<file path="config.mk">
export PLATFORM = sky130hd
export DESIGN_NAME = uart_rx_flat
export DESIGN_NICKNAME = d
export VERILOG_FILES = /design/src/rtl/uart_rx_if.sv /design/src/rtl/uart_rx.sv /design/src/flat_wrapper.sv
export SDC_FILE = /design/constraint.sdc
export NUM_CORES = 1
export LEC_CHECK = 0
export ABC_CLOCK_PERIOD_IN_PS = 5300
export CORE_MARGIN = 8
export CORE_UTILIZATION = 50
export CTS_BUF_LIST = sky130_fd_sc_hd__clkbuf_8 sky130_fd_sc_hd__clkbuf_16
export CTS_CLUSTER_DIAMETER = 60
export DETAILED_ROUTE_END_ITERATION = 16
export DONT_BUFFER_PORTS = 1
export GPL_TIMING_DRIVEN = 0
export PLACE_DENSITY = 0.65
export SLEW_MARGIN = 15
export SYNTH_ARGS = -nofsm -noshare
export SYNTH_HDL_FRONTEND = slang
export SYNTH_SLANG_ARGS = --single-unit
</file>
<file path="constraint.sdc">
create_clock -name clk -period 5.3 [get_ports clk]
set_clock_uncertainty 0.1 [all_clocks]
set_input_delay 0.795 -clock clk [delete_from_list [all_inputs] [get_ports clk]]
set_output_delay 0.795 -clock clk [all_outputs]
set_load 0.005 [all_outputs]
</file>
<file path="src/rtl/uart_rx_if.sv">
// uart_rx_if: serial line plus received-byte handshake of the UART receiver.
//   rx        serial input, idle high
//   rx_ack    consumer acknowledge
//   rx_data   last accepted byte
//   rx_valid  level, unacknowledged byte present
//   rx_busy   frame in progress
//   frame_err one-cycle pulse, stop bit sampled low
//   overrun   one-cycle pulse, byte dropped because rx_valid was still high
// master = receiver side, slave = line driver / byte consumer side.
interface uart_rx_if;
   logic       rx;
   logic       rx_ack;
   logic [7:0] rx_data;
   logic       rx_valid;
   logic       rx_busy;
   logic       frame_err;
   logic       overrun;

   modport master (
      input  rx, rx_ack,
      output rx_data, rx_valid, rx_busy, frame_err, overrun
   );

   modport slave (
      output rx, rx_ack,
      input  rx_data, rx_valid, rx_busy, frame_err, overrun
   );
endinterface

</file>
<file path="src/rtl/uart_rx.sv">
// uart_rx: 8N1 UART receiver. One bit period is CLK_DIV+1 clk cycles.
// Ports:
//   clk  clock
//   rst  synchronous active-high reset
//   bus  uart_rx_if.master (rx in, rx_ack in, rx_data/rx_valid/rx_busy/
//        frame_err/overrun out)
// Bits are sampled mid-period: the start bit is re-checked HALF cycles after
// the falling edge, then every BIT cycles after that.
module uart_rx #(
   parameter int CLK_DIV = 434
) (
   input  logic     clk,
   input  logic     rst,
   uart_rx_if.master bus
);
   localparam int BIT = CLK_DIV + 1;
   localparam int HALF = BIT / 2;
   localparam int CW = $clog2(CLK_DIV + 1);
   localparam logic [CW-1:0] CNT_LAST = CW'(CLK_DIV);
   localparam logic [CW-1:0] HALF_LAST = CW'(HALF - 1);

   typedef enum logic [2:0] {IDLE, START, DATA, STOP, BRK} state_t;

   state_t        state_q, state_d;
   logic [1:0]    sync_q, sync_d;
   logic [CW-1:0] cnt_q, cnt_d;
   logic [2:0]    idx_q, idx_d;
   logic [7:0]    shift_q, shift_d;
   logic [7:0]    rx_data_q, rx_data_d;
   logic          rx_valid_q, rx_valid_d;
   logic          frame_err_q, frame_err_d;
   logic          overrun_q, overrun_d;
   logic          rx_s;

   assign rx_s = sync_q[1];

   always_ff @(posedge clk) begin
      if (rst) begin
         state_q     <= IDLE;
         sync_q      <= 2'b11;
         cnt_q       <= '0;
         idx_q       <= '0;
         shift_q     <= '0;
         rx_data_q   <= '0;
         rx_valid_q  <= 1'b0;
         frame_err_q <= 1'b0;
         overrun_q   <= 1'b0;
      end else begin
         state_q     <= state_d;
         sync_q      <= sync_d;
         cnt_q       <= cnt_d;
         idx_q       <= idx_d;
         shift_q     <= shift_d;
         rx_data_q   <= rx_data_d;
         rx_valid_q  <= rx_valid_d;
         frame_err_q <= frame_err_d;
         overrun_q   <= overrun_d;
      end
   end

   always_comb begin
      state_d     = state_q;
      sync_d      = {sync_q[0], bus.rx};
      cnt_d       = cnt_q;
      idx_d       = idx_q;
      shift_d     = shift_q;
      rx_data_d   = rx_data_q;
      rx_valid_d  = rx_valid_q;
      frame_err_d = 1'b0;
      overrun_d   = 1'b0;

      // Ack clears the level; a byte loaded below in the same cycle wins.
      if (bus.rx_ack) rx_valid_d = 1'b0;

      unique case (state_q)
         IDLE: begin
            if (!rx_s) begin
               state_d = START;
               cnt_d   = '0;
            end
         end
         START: begin
            if (cnt_q == HALF_LAST) begin
               cnt_d = '0;
               idx_d = '0;
               // Line back high at mid-start: glitch, drop it silently.
               state_d = rx_s ? IDLE : DATA;
            end else begin
               cnt_d = cnt_q + CW'(1);
            end
         end
         DATA: begin
            if (cnt_q == CNT_LAST) begin
               cnt_d          = '0;
               shift_d[idx_q] = rx_s;
               if (idx_q == 3'd7) state_d = STOP;
               else               idx_d   = idx_q + 3'd1;
            end else begin
               cnt_d = cnt_q + CW'(1);
            end
         end
         STOP: begin
            if (cnt_q == CNT_LAST) begin
               cnt_d = '0;
               if (rx_s) begin
                  state_d = IDLE;
                  if (!rx_valid_q || bus.rx_ack) begin
                     rx_data_d  = shift_q;
                     rx_valid_d = 1'b1;
                  end else begin
                     overrun_d = 1'b1;
                  end
               end else begin
                  frame_err_d = 1'b1;
                  state_d     = BRK;
               end
            end else begin
               cnt_d = cnt_q + CW'(1);
            end
         end
         BRK: begin
            // Held-low line must return high before a new start is armed.
            if (rx_s) state_d = IDLE;
         end
         default: state_d = IDLE;
      endcase
   end

   assign bus.rx_data   = rx_data_q;
   assign bus.rx_valid  = rx_valid_q;
   assign bus.rx_busy   = (state_q != IDLE);
   assign bus.frame_err = frame_err_q;
   assign bus.overrun   = overrun_q;
endmodule
</file>
<file path="src/flat_wrapper.sv">
// flat-port wrapper written by rule: the top's interface ports become plain ports
module uart_rx_flat 
#(
   parameter int CLK_DIV = 434
)
  (clk, rst, bus_rx, bus_rx_ack, bus_rx_data, bus_rx_valid, bus_rx_busy, bus_frame_err, bus_overrun);
  uart_rx_if bus_i ();
  input  logic clk;
  input  logic rst;
  input wire logic [$bits(bus_i.rx)-1:0] bus_rx;
  input wire logic [$bits(bus_i.rx_ack)-1:0] bus_rx_ack;
  output wire logic [$bits(bus_i.rx_data)-1:0] bus_rx_data;
  output wire logic [$bits(bus_i.rx_valid)-1:0] bus_rx_valid;
  output wire logic [$bits(bus_i.rx_busy)-1:0] bus_rx_busy;
  output wire logic [$bits(bus_i.frame_err)-1:0] bus_frame_err;
  output wire logic [$bits(bus_i.overrun)-1:0] bus_overrun;
  assign bus_i.rx = bus_rx;
  assign bus_i.rx_ack = bus_rx_ack;
  assign bus_rx_data = bus_i.rx_data;
  assign bus_rx_valid = bus_i.rx_valid;
  assign bus_rx_busy = bus_i.rx_busy;
  assign bus_frame_err = bus_i.frame_err;
  assign bus_overrun = bus_i.overrun;
  uart_rx #(.CLK_DIV(CLK_DIV)) u_core (.clk(clk), .rst(rst), .bus(bus_i));
endmodule
</file>
-- After elaboration in Yosys (flattened, before gate mapping)
Cells that the tools add are included.
- order comparisons: 2
- add/sub/neg operators: 2
- multiplexer cells: 27
- bitwise gates (word level): 3
- equal/unequal tests: 14
- reduce and logical (&&, ||, !) cells: 15
- operator list (cell ; count):
    $mux 3 ; 10
    $mux 9 ; 3
    $pmux 9 s3 ; 1
    $pmux 3 s5 ; 1
    $ne 2x1->1 const B ; 5
    $add 9x1->9 const B ; 1
    $eq 9x8->1 const B ; 1
    $eq 9x9->1 const B ; 1
    $bwmux 8 ; 1
    $mux 1 ; 8
    $reduce_and 4->1 ; 2
    $eq 3x2->1 const B ; 2
    $eq 3x3->1 const B ; 2
    $pmux 3 s2 ; 1
    $reduce_and 6->1 ; 1
    $reduce_bool 3->1 ; 2
    $lt 3x4->1 const B ; 1
    $ne 2x2->1 const B ; 2
    $reduce_and 2->1 ; 2
    $reduce_or 4->1 ; 1
    $add 3x1->3 const B ; 1
    $demux 1 s3 ; 1
    $eq 3x1->1 const B ; 1
    $ge 3x1->1 const B ; 1
    9 further kinds ; 11
- register bits after elaboration: 36
- input port bits: 4

-- Longest topological paths before layout
- word-level depth: 6
- depth in mapped cells: 8
- mapped depth without buffers: 7

-- Worst setup path before layout
OpenSTA, ideal clock, no wires.
- path kind: register -> register
- start: reg u_core.cnt_q[0]
- end: reg u_core.shift_q[5]
- path buffers: 0
- data arrival time: 1.748 ns
- cell stages (with the launch flop): 8
- required time: 5.072 ns
- library setup time: 0.128 ns
- slack: 3.324 ns
- path through: dfxtp_1 -> inv_1 -> ha_1 -> nand4b_1 -> or4_4 -> nor3b_2 -> mux2i_1 -> nor2_1
- cells in the longest elaborated chain, start to end: 2
- ends and longest elaborated chain (element ; line ; source):
    start: declaration ; uart_rx.sv:26 ; logic [CW-1:0] cnt_q, cnt_d;
    start signal: assignment ; uart_rx.sv:51 ; cnt_q <= cnt_d;
    $eq 9x9->1 ; uart_rx.sv:93 ; if (cnt_q == CNT_LAST) begin
    $reduce_and 2->1 (no source line) ; - ;
    end signal: assignment ; uart_rx.sv:53 ; shift_q <= shift_d;
    end: declaration ; uart_rx.sv:28 ; logic [7:0] shift_q, shift_d;
Every way passes these cells.
A chain may end at the register's enable or synchronous reset.

-- Final worst setup path
- start: reg u_core.cnt_q[0]
- end: reg u_core.rx_data_q[1], in the netlist u_core.bus.rx_data[1]
- cells in the longest elaborated chain, start to end: 2
- ends and longest elaborated chain (element ; line ; source):
    $eq 9x9->1 ; uart_rx.sv:103 ; if (cnt_q == CNT_LAST) begin
    $reduce_and 4->1 (no source line) ; - ;
    end signal: assignment ; uart_rx.sv:54 ; rx_data_q <= rx_data_d;
    end: declaration ; uart_rx.sv:29 ; logic [7:0] rx_data_q, rx_data_d;
Every way passes these cells.

==> run summary <==
Run status: complete, no violations
Max Clk Rate: 0.450 GHz
Kind of end point of the critical path: flip-flop
CTS resizes: 0
Number of buffers created by CTS: 5
Slowest-stage cell, CP: nand4_1
Layout cells sized above 1: 0.112
Pwr Density: 281 nW/um^2
Required time of the critical path: 5370 ps
Total gr overflow: 0
Setup violations, final: 0
Core area: 3310 um^2
Busiest grt layer: met2
Peak VDD IR: 0.188 mV
Most frequent CP cell: nor2_1
Post-CTS setup buffers: 0
Via count: 1418
Avg Cell Area, Syn: 8.70 um^2
Final hold slack: 319 ps
Clock Latency Late Sink: 290 ps
Final period utilization: 0.420
Sequential area share after synthesis: 0.419
Initial antenna violation count: 0
Library cells used by synthesis: 44
Clk root buf: clkbuf_8
Worst stage delay on the critical path: 520 ps
Post-route ant nets: 0
Hold crit path type: reg2reg
Met2 Resource Use GR: 0.229
Total power: 0.531 mW
DR vias/cell: 5.63
Cell leakage power: 0.729 nW
Initial Util: 0.520
CTS HTree Levels: 2
Global-route wire length before repair: 6220 um
CP top delay family: simple AND/OR/NAND/NOR gates
RSZ-0062 raised after global routing: false
M3 GR Usage: 0.0599
Crit Path Category: reg2reg
Post-layout nets: 214
Routability cong.: 0.811
Mapped Cells: 198
Port buffer count: 0
Yosys warnings: 0
Crit-path cells: inv_1, ha_1, nand4b_1, nor2_1, nand4_1, mux2i_1, nor2_1
GR Util All Layers: 0.145
Routing usage on met1: 0.171
Number of inserted diodes: 0
CTS max path bufs: 2
Max-cap violations: 0
Slew Viols, Final: 0
Synthesized cell area: 1720 um^2
Die area: 5580 um^2
Drt wl/cell: 14.3 um
Hold depth: 1
Worst-path clk slew: 70 ps
Worst Reg-to-Reg Cells: 7
Synth async-reset ratio: 0
Setup TNS: 0 ps
Drt initial violations: 103
CP startpoint kind: flip-flop
Rel. slew slack: 0.598
CP Depth: 7
CP arrival: 2290 ps
# hold bufs at CTS: 0
P&R area growth vs syn: 9.81%
DRT Wirelength: 3600 um
Vias in the first global route: 1368
Final hold vios: 0
Largest net degree at the start of global routing: 13
Final min period: 2220 ps
CP bufs+invs: 1
Main flop type after synthesis: dfxtp_1
Synthesis-stage register bit count: 36
# IOs: 16
Die Width: 74.7 um
Cell Rows: 21
Least-Margin Pin Slew: 601 ps
Syn_nets: 207
Sink Count: 36
Final HPWL from detailed placement: 2600 um
First-pass DRT Iterations: 4
Post-synth EDFFs: 0
Drt drc: 0
Die Ht: 74.7 um
Crit Path Max Fanout: 8
CTS tree: yes
-- worst paths after layout --
kind	startpoint	to	slack, ps
worst min register to register	u_core.sync_q[0]$_SDFF_PP1_	u_core.sync_q[1]$_SDFF_PP1_	320
worst max register to register	u_core.cnt_q[0]$_SDFFE_PP0P_	u_core.bus.rx_data[1]$_SDFFE_PP0P_	3080
worst max-delay path	u_core.cnt_q[0]$_SDFFE_PP0P_	u_core.bus.rx_data[1]$_SDFFE_PP0P_	3080
worst min-delay path	u_core.sync_q[0]$_SDFF_PP1_	u_core.sync_q[1]$_SDFF_PP1_	320
-- sequential cells by signal, summed over array words and instances, names as in the netlist --
register              cells
u_core.idx_q              3
u_core.shift_q            8
u_core.sync_q             2
u_core.bus.frame_err      1
u_core.state_q            3
u_core.bus.overrun        1
u_core.bus.rx_data        8
u_core.bus.rx_valid       1
u_core.cnt_q              9
-- cell usage in the layout (no fill, tap or decap), drive strengths merged, types with 2 or more instances in the layout --
| cell type | count |
|---|---|
| clkbuf | 10 |
| nor3b | 2 |
| buf | 5 |
| nor2b | 2 |
| a21oi | 11 |
| nand2 | 24 |
| or2b | 3 |
| mux2i | 16 |
| nand2b | 3 |
| nand3 | 11 |
| dfxtp | 36 |
| or3 | 2 |
| nand3b | 4 |
| nor3 | 3 |
| inv | 3 |
| or2 | 4 |
| or3b | 3 |
| o21ai | 5 |
| nand4 | 2 |
| a31oi | 6 |
| ha | 5 |
| nor2 | 27 |
-- logic make-up after synthesis --
logic type               Yosys count  synth area share
AO/OA/AOI/OAI                     29             0.101
adder cells (fa/ha/maj)            5            0.0363
buffers and inverters             13            0.0356
flip-flops                        36             0.419
multiplexers                      16            0.0930
AND/OR/NAND/NOR                   99             0.315
-- worst reg2reg max path: cells and delay by family (launching register included) --
kind          cells  cell delay, ps
flops             1             360
mux               1             330
simple gates      4            1070
buf+inv           1              90
fa+ha+maj         1             150
-- final cells by class --
cell class	instances	area (um^2)
fillers	314	1420
well taps	46	57.6
flip-flops and latches	36	721
clock buffers	5	68.8
inverters	3	11.3
plain buffers	10	50.0
multi-input cells	149	940
clock inverters	3	42.5
-- synth_stat cells, types with 3 or more instances --
master | count | area [um^2]
nand3b_1 | 4 | 30.0
nor2_1 | 27 | 101
ha_1 | 5 | 62.6
nand2b_1 | 3 | 18.8
a21oi_1 | 11 | 55.1
a31oi_1 | 6 | 37.5
or2b_1 | 3 | 22.5
clkbuf_1 | 5 | 18.8
o21ai_0 | 4 | 20.0
mux2i_1 | 16 | 160
inv_1 | 3 | 11.3
nand2_1 | 23 | 86.3
dfxtp_1 | 36 | 721
nand3_1 | 11 | 55.1
or2_2 | 4 | 25.0
buf_4 | 3 | 22.5
-- per-stage QoR --
stage | cell area [um^2] | util | std cells | setup slack (ps)
3_3_place_gp | 1780 | 0.537 | 244 | 3180
4_1_cts | 1890 | 0.571 | 252 | 3080
5_1_grt | 1890 | 0.571 | 252 | 2900
3_5_place_dp | 1780 | 0.537 | 244 | 3070
2_1_floorplan | 1720 | - | 198 | 3320
6_report | 1890 | 0.571 | 252 | 3080
-- power by group --
group,total (mW),switching (mW),internal (mW)
logic,0.0173,0.0119,0.00543
clock network,0.241,0.102,0.139
registers,0.273,0.00114,0.272
-- per-layer routing --
metal  vias to the layer above  wire length, um
met3                         6              233
met5                         -                0
li1                        714                -
met2                        33             1650
met1                       665             1680
met4                         0               29
Note: power is estimated with default switching activity, not from simulation.
